## src/rtl/ahb_pkg.sv

```systemverilog
// Shared AHB-Lite encodings, controller state type and the byte-lane helper
// used by the register-block slave controller.
package ahb_pkg;

    typedef enum logic [1:0] {
        HTRANS_IDLE   = 2'd0,
        HTRANS_BUSY   = 2'd1,
        HTRANS_NONSEQ = 2'd2,
        HTRANS_SEQ    = 2'd3
    } htrans_e;

    localparam logic HRESP_OKAY  = 1'b0;
    localparam logic HRESP_ERROR = 1'b1;

    // ST_ERR1 keeps the encoding reserved; the controller never enters it.
    typedef enum logic [2:0] {
        ST_IDLE = 3'd0,
        ST_WAIT = 3'd1,
        ST_DATA = 3'd2,
        ST_ERR1 = 3'd3,
        ST_ERR2 = 3'd4
    } ctrl_state_e;

    // Lanes covered by a 2**size byte transfer starting at lane (addr_lsb mod nbytes).
    function automatic logic [7:0] size_to_strb(input logic [2:0]  size,
                                                input logic [2:0]  addr_lsb,
                                                input int unsigned nbytes);
        logic [15:0] mask;
        int unsigned shift;
        mask = '0;
        for (int i = 0; i < 8; i++) begin
            if (i < (1 << size)) mask[i] = 1'b1;
        end
        shift = 32'(addr_lsb) & (nbytes - 1);
        mask  = mask << shift;
        return mask[7:0];
    endfunction

endpackage

```

## src/rtl/ahb_addr_check.sv

```systemverilog
// Address-phase legality check and byte-strobe generation for one transfer.
module ahb_addr_check
    import ahb_pkg::*;
#(
    parameter int          ADDR_W     = 12,
    parameter int          DATA_W     = 32,
    parameter int unsigned ADDR_LIMIT = 2 ** ADDR_W
) (
    input  logic [ADDR_W-1:0]   addr,
    input  logic [2:0]          size,
    output logic                err_pre,
    output logic [DATA_W/8-1:0] wstrb
);

    localparam int NB      = DATA_W / 8;
    localparam int LOG2_NB = $clog2(NB);

    logic [ADDR_W-1:0] align_mask;
    logic [7:0]        strb_full;
    logic              size_bad;
    logic              misaligned;
    logic              out_of_range;

    always_comb begin
        size_bad     = size > 3'(LOG2_NB);
        align_mask   = ADDR_W'((32'd1 << size) - 32'd1);
        misaligned   = |(addr & align_mask);
        out_of_range = {1'b0, addr} >= (ADDR_W + 1)'(ADDR_LIMIT);
        err_pre      = size_bad | misaligned | out_of_range;
        strb_full    = size_to_strb(size, addr[2:0], NB);
        // Illegal transfers never present lanes to the register file.
        wstrb        = err_pre ? '0 : NB'(strb_full);
    end

endmodule

```

## src/rtl/ahb_slave_ctrl.sv

```systemverilog
// AHB-Lite slave controller for a register block: wait-state insertion,
// two-cycle ERROR response and a single-cycle register access strobe.
module ahb_slave_ctrl
    import ahb_pkg::*;
#(
    parameter int          ADDR_W      = 12,
    parameter int          DATA_W      = 32,
    parameter int          WAIT_STATES = 0,
    parameter int unsigned ADDR_LIMIT  = 2 ** ADDR_W
) (
    input  logic                clk,
    input  logic                reset,
    input  logic                h_sel,
    input  logic [1:0]          h_trans,
    input  logic                h_write,
    input  logic [ADDR_W-1:0]   h_addr,
    input  logic [2:0]          h_size,
    input  logic                h_ready,
    input  logic                reg_error,
    output logic                h_readyout,
    output logic                h_resp,
    output logic                reg_access,
    output logic                reg_write,
    output logic [ADDR_W-1:0]   reg_addr,
    output logic [DATA_W/8-1:0] reg_wstrb
);

    ctrl_state_e         state_q,    state_d;
    logic [3:0]          wait_cnt_q, wait_cnt_d;
    logic                write_q,    write_d;
    logic [ADDR_W-1:0]   addr_q,     addr_d;
    logic [DATA_W/8-1:0] wstrb_q,    wstrb_d;
    logic                err_pre_q,  err_pre_d;

    logic                chk_err_pre;
    logic [DATA_W/8-1:0] chk_wstrb;
    logic                accept;
    logic                data_err;
    logic                can_start;

    ahb_addr_check #(
        .ADDR_W    (ADDR_W),
        .DATA_W    (DATA_W),
        .ADDR_LIMIT(ADDR_LIMIT)
    ) u_addr_check (
        .addr   (h_addr),
        .size   (h_size),
        .err_pre(chk_err_pre),
        .wstrb  (chk_wstrb)
    );

    always_comb begin
        accept     = h_sel & h_trans[1] & h_ready;
        data_err   = err_pre_q | reg_error;
        state_d    = state_q;
        wait_cnt_d = wait_cnt_q;
        write_d    = write_q;
        addr_d     = addr_q;
        wstrb_d    = wstrb_q;
        err_pre_d  = err_pre_q;
        h_readyout = 1'b1;
        h_resp     = HRESP_OKAY;
        reg_access = 1'b0;
        can_start  = 1'b0;

        case (state_q)
            ST_WAIT: begin
                h_readyout = 1'b0;
                if (wait_cnt_q == 4'd0) state_d = ST_DATA;
                else                    wait_cnt_d = wait_cnt_q - 4'd1;
            end
            ST_DATA: begin
                // First ERROR cycle holds the bus; the second one reopens it.
                if (data_err) begin
                    h_readyout = 1'b0;
                    h_resp     = HRESP_ERROR;
                    state_d    = ST_ERR2;
                end else begin
                    reg_access = 1'b1;
                    can_start  = 1'b1;
                end
            end
            ST_ERR2: begin
                h_resp    = HRESP_ERROR;
                can_start = 1'b1;
            end
            default: can_start = 1'b1;
        endcase

        if (can_start) begin
            state_d = ST_IDLE;
            if (accept) begin
                write_d   = h_write;
                addr_d    = h_addr;
                wstrb_d   = chk_wstrb;
                err_pre_d = chk_err_pre;
                if (WAIT_STATES > 0) begin
                    state_d    = ST_WAIT;
                    wait_cnt_d = 4'(WAIT_STATES - 1);
                end else begin
                    state_d = ST_DATA;
                end
            end
        end
    end

    always_ff @(posedge clk) begin
        if (reset) begin
            state_q    <= ST_IDLE;
            wait_cnt_q <= '0;
            write_q    <= 1'b0;
            addr_q     <= '0;
            wstrb_q    <= '0;
            err_pre_q  <= 1'b0;
        end else begin
            state_q    <= state_d;
            wait_cnt_q <= wait_cnt_d;
            write_q    <= write_d;
            addr_q     <= addr_d;
            wstrb_q    <= wstrb_d;
            err_pre_q  <= err_pre_d;
        end
    end

    assign reg_write = write_q;
    assign reg_addr  = addr_q;
    assign reg_wstrb = wstrb_q;

endmodule

```

## config.mk

```make
export PLATFORM = sky130hd
export DESIGN_NAME = ahb_slave_ctrl
export DESIGN_NICKNAME = d
export VERILOG_FILES = /design/src/rtl/ahb_pkg.sv /design/src/rtl/ahb_addr_check.sv /design/src/rtl/ahb_slave_ctrl.sv
export SDC_FILE = /design/constraint.sdc
export NUM_CORES = 1
export LEC_CHECK = 0
export CORE_MARGIN = 1
export CORE_UTILIZATION = 44
export DETAILED_ROUTE_END_ITERATION = 8
export GPL_ROUTABILITY_DRIVEN = 1
export PLACE_DENSITY = 0.88
export SYNTH_ARGS = -nofsm -noshare
export SYNTH_HDL_FRONTEND = slang
export SYNTH_HIERARCHICAL = 1
export SYNTH_SLANG_ARGS = --single-unit
```

## constraint.sdc

```tcl
create_clock -name clk -period 2.2 [get_ports clk]
set_clock_uncertainty 0.05 [all_clocks]
set_input_delay 0.66 -clock clk [delete_from_list [all_inputs] [get_ports clk]]
set_output_delay 0.66 -clock clk [all_outputs]
set_load 0.1 [all_outputs]
```

After elaboration in Yosys (flattened, before gate mapping) --
Index checks and enable logic that the tools add are counted.
Storage, ports and cells: bits of input ports 23, flip-flop bits (word level) 25, output and inout bits 20
Operators by class: equal/unequal tests 5, add/subtract/negate cells 2, shifts and indexed selects 2, mux-type cells 19, bitwise logic cells 6, order comparisons 9, reduce and logical (&&, ||, !) cells 6
Operators with widths (count):
- < comparator 4 x 32 -> 1 bit, first input constant | 4
- < comparator 3 x 32 -> 1 bit, first input constant | 2
- < comparator 1 x 32 -> 1 bit, first input constant | 1
- < comparator 2 x 32 -> 1 bit, first input constant | 1
- << shifter 1 x 3 -> 32 bit, first input constant | 1
- AND 12 bit | 1
- OR reduction 12 bit | 1
- subtractor 12 x 1 -> 12 bit, second input constant | 1
- two-way mux 1 bit | 11
- two-way mux 3 bit | 3
- << shifter 8 x 2 -> 4 bit | 1
- != test 3 bit, second input constant | 2
- one-hot mux 3 bit (2 select lines) | 1
- logical NOT 4 bit | 1
- two-way mux 4 bit | 1
- one-hot mux 1 bit (2 select lines) | 2
- AND reduction 2 bit | 2
- subtractor 4 x 1 -> 4 bit, second input constant | 1
- == test 3 x 1 -> 1 bit, second input constant | 1
- == test 3 x 2 -> 1 bit, second input constant | 1
- == test 3 bit, second input constant | 1
- greater-than comparator 3 x 2 -> 1 bit, second input constant | 1
- AND reduction 3 bit | 1
- nonzero test 3 bit | 1
- other kinds (4) | 6

Logic depth before layout (Yosys ltp) --
word-level depth 6, depth in mapped cells 9, mapped depth without buffers 8

Cells and area by module --
Netlist, hierarchy kept.
By module, submodules not included:
- ahb_slave_ctrl | cells each 93, instances 1, sequential area each 400.4 um2, area an instance 960.9 um2
- ahb_addr_check | cells each 27, instances 1, sequential area each 0.0 um2, area an instance 197.7 um2

Worst setup path before layout --
No wires, ideal clock.
kind input -> output, start input reg_error, end output reg_access, data required time 1490 ps, slack -1358 ps, cell stages on the path 1, arrival 2848 ps, cells stage by stage nor3b_1
On the way: word-level cells in the longest chain between the ends 3
RTL lines:
- from (decl) | line ahb_slave_ctrl.sv:19 | input logic reg_error,
- bitwise OR 1 bit | line ahb_slave_ctrl.sv:54 | data_err = err_pre_q | reg_error;
- two-way mux 1 bit | line ahb_slave_ctrl.sv:74 | if (data_err) begin
- two-way mux 1 bit | line ahb_slave_ctrl.sv:66 | case (state_q)
- to (decl) | line ahb_slave_ctrl.sv:22 | output logic reg_access,
Every way passes these cells.

Worst setup path after layout --
start input reg_error, end output h_resp
On the way: word-level cells in the longest chain between the ends 3
RTL lines:
- bitwise OR 1 bit | line ahb_slave_ctrl.sv:54
- two-way mux 1 bit | line ahb_slave_ctrl.sv:74
- one-hot mux 1 bit (2 select lines) | line ahb_slave_ctrl.sv:66
- to (decl) | line ahb_slave_ctrl.sv:21 | output logic h_resp,
Every way passes these cells.

==> qor.yml <==
status:
  status: "finished clean"
critical_path:
  worstPathRequired_ns: 1.49
  cp_max_fo: 3
  end_kind: "output port"
  start_kind: "input port"
  cp.arrival_ns: 1.43
  critical_path_class: "in -> out"
  r2r-end: "reg_addr[5]"
  startpoint: "reg_error"
  r2r_start: "state_q[2]"
  r2r_setup_slack_ns: 0.53
  timing.reg2reg.worst_path_depth: 7
clocking:
  clk_path_buf_depth: 2
  cts.htree.levels: 1
  clkTransAtPathRegs_ns: 0.12
  cts_hold_buf: 0
  cts_buffers: 3
  cts_sinks: 20
  cts-root-buf: "clkbuf_4"
  cts_tree: "yes"
  clk_latency_ns: 0.31
global_route:
  grt_pass1_vias: 996
  grt-ovfl-total: 0
  grt_pass1_wl_mm: 4.28
  busiest_layer: "met2"
  grt_max_degree: 39
  grt_usage_pct: 21.2
  use_met1_pct: 21.3
  grtUsageMet2_pct: 42.7
  grt_antenna_before_repair: 0
  grtUsageMet3_pct: 3.45
placed_design:
  port-buffer-count: 41
  dp_hpwl_mm: 2.07
  globalplace.congestion: 0.820
  pre_cts_slack_ns: -0.285
detailed_routing:
  drc: 0
  drtPass1Iterations: 4
  avgRoutedWirePerCell_um: 13.7
  antenna_left: 0
  vias: 991
  wl_mm: 2.70
  drt_iter0_drc: 9
  vias_per_cell: 5.03
yosys:
  synthCells: 120
  synth_largest_area_cell: "dfxtp_1"
  yosys_warnings: 6
  ys_ff_latch: 20
  synthDistinctLibCells: 26
  synth_area_leaders: "dfxtp_1 35%, nand2b_1 19%, mux2i_1 16%"
  yosysSeqAreaShare_pct: 34.6
  avgSynthCellArea_um2: 9.66
  synth_top_area_share_pct: 34.6
  syn_area_um2: 1160
  syn_nets: 147
layout:
  diodes: 0
  final_nets: 195
  syn_to_final_growth_pct: 59.7
  most-common-layout-cells: "35 x nand2b_1, 20 x dfxtp_1, 18 x mux2i_1, 18 x clkdlybuf4s50_1, 16 x buf_12"
  postLayoutCoreUtil_pct: 74.7
  drive_gt1_share_pct: 27.5
  fill_cells: 182
  mostFrequentLayoutCell: "nand2b_1"
run:
  maxCapViolations: 0
sta:
  finalCritPeriodShare_pct: 97.4
  finalSetupViolations: 0
  rsz0062_at_grt: "no"
  period_needed_ns: 2.14
  worstMarginPinSlew_ns: 0.289
  max_slew_margin_pct: 80.6
  fin_ws_ns: 0.0562
  drv_slew: 0
  maxClockFrequency_mhz: 466
  finalHoldViolations: 0
hold_path:
  min_path_type: "reg -> reg"
  hold-path-endpoint: "reg_addr[11]"
  min_from: "reg_addr[11]"
  hold_depth: 2
die:
  die_area_um2: 2840
  die_w_um: 53.3
  rows: 18
  core_um2: 2480
  initial_core_util_pct: 46.8
  die_y_um: 53.3
  ioPinCount: 43
pwr:
  intPower_w: 0.000669
  power.density_nw_per_um2: 507
  swShare_pct: 28.7
  pwr-share-seq_pct: 40.8
  p_switching_w: 0.000270
  p_leak_nw: 0.701
  power_w: 0.000939
  clockPowerShare_pct: 32.6
  combPwrFrac_pct: 26.6
  worst_ir_drop_vdd_mv: 0.516
==> power groups by stage <==
stage	clock network, W	logic (W)	registers, W
CTS	0.000310	0.000248	0.000383
finish	0.000306	0.000250	0.000383
global placement	0	0.000238	0.000390
floorplan	0	0.0000893	0.000450
global route	0.000329	0.000262	0.000385
detailed placement	0	0.000247	0.000391
==> area by class of cell <==
class,instances,area [um^2],share of cell area (%)
Timing Repair Buffer,51,636,34.3
Clock buffer,3,22.5,1.22
Sequential cell,20,400,21.6
Tap cell,30,37.5,2.03
Inverter,4,15.0,0.811
Multi-Input combinational cell,88,709,38.3
Clock inverter,1,30.0,1.62
==> stage by stage <==
stage	area (um^2)	hold slack [ns]	std cells	TNS, ns
floorplan	1190	0.551	120	-0.131
global placement	1780	0.410	193	-1.85
detailed placement	1780	0.424	193	-2.89
CTS	1830	0.443	197	0
global route	1850	0.462	197	0
finish	1850	0.441	197	0
==> state kept, by name, summed over array words and instances (netlist names) <==
register   count
reg_addr      12
reg_wstrb      4
state_q        2
err_pre_q      1
reg_write      1
==> worst max-delay path by stage <==
stage                endpoint  slack (ns)  cells past startpoint
floorplan              h_resp       -0.13                      2
global placement    err_pre_q       -0.21                      8
finish                 h_resp        0.06                      4
detailed placement  err_pre_q       -0.29                      8
global route           h_resp        0.01                      5
CTS                 err_pre_q        0.03                      8
==> per-layer routing <==
metal | vias to the layer above | wire, um
met3 | 2 | 78
met2 | 21 | 1570
li1 | 490 | -
met4 | 0 | 19
met1 | 478 | 1030
met5 | - | 0
==> synth_stat cells <==
cell	count
or3_1	1
and4_4	1
a21oi_1	1
nand2_1	2
nand2b_1	35
nor4_1	3
dfxtp_1	20
inv_1	4
or2_4	1
o21ba_2	1
nor3b_1	2
nor2_1	5
mux2i_1	18
xor2_1	2
o21ai_2	3
a22oi_1	1
o211ai_2	1
xnor2_1	1
or2b_1	1
buf_6	2
nor3_1	2
buf_12	2
ha_1	4
clkbuf_1	4
a21oi_2	2
a211oi_1	1
==> cells by family (layout without fill, tap and decap cells) <==
family                     Yosys count  in the layout  synth area share [%]
and+or+nand+nor                     53             53                  27.9
DFF                                 20             20                  34.6
muxes                               18             18                  15.6
buffers and inverters               12             59                  7.99
AOI/OAI and AO/OA                   10             10                  7.45
adders and majority gates            4              4                  4.32
xor gates and xnor gates             3              3                  2.27
==> critical path: stages <==
cell,delay [ns]
dlygate4sd2_1,0.30
o21ai_4,0.10
a21oi_4,0.18
buf_12,0.19
==> what timing repair did <==
| item | 4_1_cts | 5_1_grt |
|---|---|---|
| setup buffers | 0 | 0 |
| resized for setup | 2 | 3 |
| setup endpoints to repair | 4 | 2 |
No activity file was read; power rests on OpenSTA's default activity.
==> variant: new RTL, config.mk and constraints unchanged <==
`DATA_W` is set to 32 in 2 places; all go to 16.
--- a/src/rtl/ahb_addr_check.sv
+++ b/src/rtl/ahb_addr_check.sv
@@ -5,3 +5,3 @@
     parameter int          ADDR_W     = 12,
-    parameter int          DATA_W     = 32,
+    parameter int          DATA_W     = 16,
     parameter int unsigned ADDR_LIMIT = 2 ** ADDR_W
--- a/src/rtl/ahb_slave_ctrl.sv
+++ b/src/rtl/ahb_slave_ctrl.sv
@@ -6,3 +6,3 @@
     parameter int          ADDR_W      = 12,
-    parameter int          DATA_W      = 32,
+    parameter int          DATA_W      = 16,
     parameter int          WAIT_STATES = 0,
Interface: changed (resized reg_wstrb); port bits go from 43 to 41. No check against the original RTL was run, so the function may have changed too.
==> variant against the original RTL <==
Setup slack better by 0.0025 ns. Sequential cell count is 2 lower. Register-to-register slack better by 0.02 ns. Non-clock buffer count is 8 lower. Wire length is 31% lower. Synthesized area is 22% lower. Total power is 21% lower. Count of clock-buffer cells in the layout is 1 higher. Cell area is 23% lower. Die area is 21% lower. Critical endpoint unchanged.
==> variant: results (changes against the original RTL) <==
| Metric | Value |
|---|---|
| Critical R2R Launch | state_q[2] (unchanged) |
| Filler instances | 169 (was 182) |
| IO buf count | 39 (was 41) |
| Register area share after synthesis | 0.3983 (was 0.3456) |
| H-tree level count | 1 (unchanged) |
| Placer Congestion | 0.6803 (was 0.8196) |
| Worst-case vdd ir drop | 0.0003576 V (was 0.0005160 V) |
| Setup Fix Bufs, Post-CTS | 0 (unchanged) |
| Status | finished clean (unchanged) |
| Diode count | 0 (unchanged) |
| Synth cell count leaders | 31 x nand2b_1, 18 x dfxtp_1, 16 x mux2i_1 (was 35 x nand2b_1, 20 x dfxtp_1, 18 x mux2i_1, 5 x nor2_1) |
| Worst path max stage delay | 0.31 ns |
| Worst r2r dst | reg_addr[4] (was reg_addr[5]) |
| WHS Endpoint | reg_addr[10] (was reg_addr[11]) |
| First-pass GRT wire length | 2739 µm (was 4284 µm) |
| # resized after CTS | 1 (was 2) |
| Share of cells above drive strength 1 | 0.2462 (was 0.2754) |
| YS warnings | 6 (unchanged) |
| Static Leak | 0.5465 nW (was 0.7010 nW) |
| Global Route Usage Sum | 0.1822 (was 0.2118) |
| Routed via count | 737 (was 991) |
| Drt wl/cell | 11.92 µm (was 13.70 µm) |
| Post-DP Area | 1393 µm² (was 1784 µm²) |
| DR WL met2 | 1098 µm (was 1573 µm) |
| HP Start | reg_addr[10] (was reg_addr[11]) |
| Comb group | 0.195 mW (was 0.250 mW) |
| Hold slack | 0.4261 ns (was 0.4405 ns) |
| Final nets | 157 (was 195) |
| Flop2flop setup slack | 0.55 ns (was 0.53 ns) |
| Largest net degree at the start of global routing | 35 (was 39) |
| Met2 Usage GRT | 0.3370 (was 0.4271) |
| Clk. pwr | 0.201 mW (was 0.306 mW) |
| Met1 Track Usage GR | 0.2033 (was 0.2127) |
| Iteration-0 DRC Markers | 8 (was 9) |
| Root Buffer | clkbuf_4 (unchanged) |
| Worst skew pair latency | 0.29 ns (was 0.31 ns) |
| Post-synth cell types | 18 (was 26) |
| Met3 global-route usage | 0.03462 (was 0.03448) |
| Sequential Power | 0.344 mW (was 0.383 mW) |
| P_int | 0.5211 mW (was 0.6693 mW) |
| Met1 wire length | 683 µm (was 1026 µm) |
| CTS clk-pin slew, worst paths | 0.10 ns (was 0.12 ns) |
| Mapped Nets | 114 (was 147) |
| Worst Path Arrival | 1.43 ns (about the same) |
| Met3 Wirelength | 73 µm (was 78 µm) |
| Top cells by area, synth | dfxtp_1 40%, nand2b_1 21%, mux2i_1 18% (was dfxtp_1 35%, nand2b_1 19%, mux2i_1 16%) |
| Via count of the first global-routing pass | 642 (was 996) |
| HPWL Detailed | 1509 µm (was 2067 µm) |
| Max_slew headroom | 0.8133 (was 0.8058) |
variant: cell types whose count changed in the layout (fill, tap and decap cells not counted), moves of 2 or more:
cell,delta
clkdlybuf4s50_1,+2
nor4_1,-2
mux2i_1,-2
buf_12,-8
nand2b_1,-4
nor2_1,-3
xor2_1,-2
a21oi_2,-2
dfxtp_1,-2
nand2_1,-2
variant: kinds of logic (layout without fill, tap and decap cells):
| group | count (synthesis) | count (layout) | synth area share |
|---|---|---|---|
| compound gates | 4 | 4 | 0.03596 |
| xor+xnor | 1 | 1 | 0.009684 |
| fa+ha+maj | 3 | 3 | 0.04150 |
| buf+inv | 8 | 50 | 0.06916 |
| flops | 18 | 18 | 0.3983 |
| mux | 16 | 16 | 0.1770 |
| simple gates | 38 | 38 | 0.2683 |
variant: worst max-delay path by stage:
stage                          from  endpoint  slack, ns  cells after the start
final                     reg_error    h_resp       0.06                      4
after detailed placement  reg_error    h_resp      -0.22                      4
after global placement    reg_error    h_resp      -0.20                      4
after CTS                 reg_error    h_resp       0.05                      4
after floorplan           reg_error    h_resp      -0.13                      2
after global routing      reg_error    h_resp       0.03                      4
variant: stage by stage:
step,instances,setup slack [ns]
floorplan,88,-0.1314
global placement,153,-0.1982
detailed placement,153,-0.2231
CTS,157,0.04762
global route,157,0.02711
finish,157,0.05869
variant: cell type report:
type | instances | area [µm²] | area share
multi-input combinational | 62 | 511.7 | 0.3585
sequential | 18 | 360.3 | 0.2524
tap | 27 | 33.78 | 0.02366
inverter | 3 | 11.26 | 0.007888
clock buffer | 4 | 36.28 | 0.02542
timing repair buffer | 43 | 474.2 | 0.3322
variant: critical path, delay by kind of cell:
family | cells | cell delay [ns]
buffers and inverters | 2 | 0.49
AOI/OAI and AO/OA | 2 | 0.27
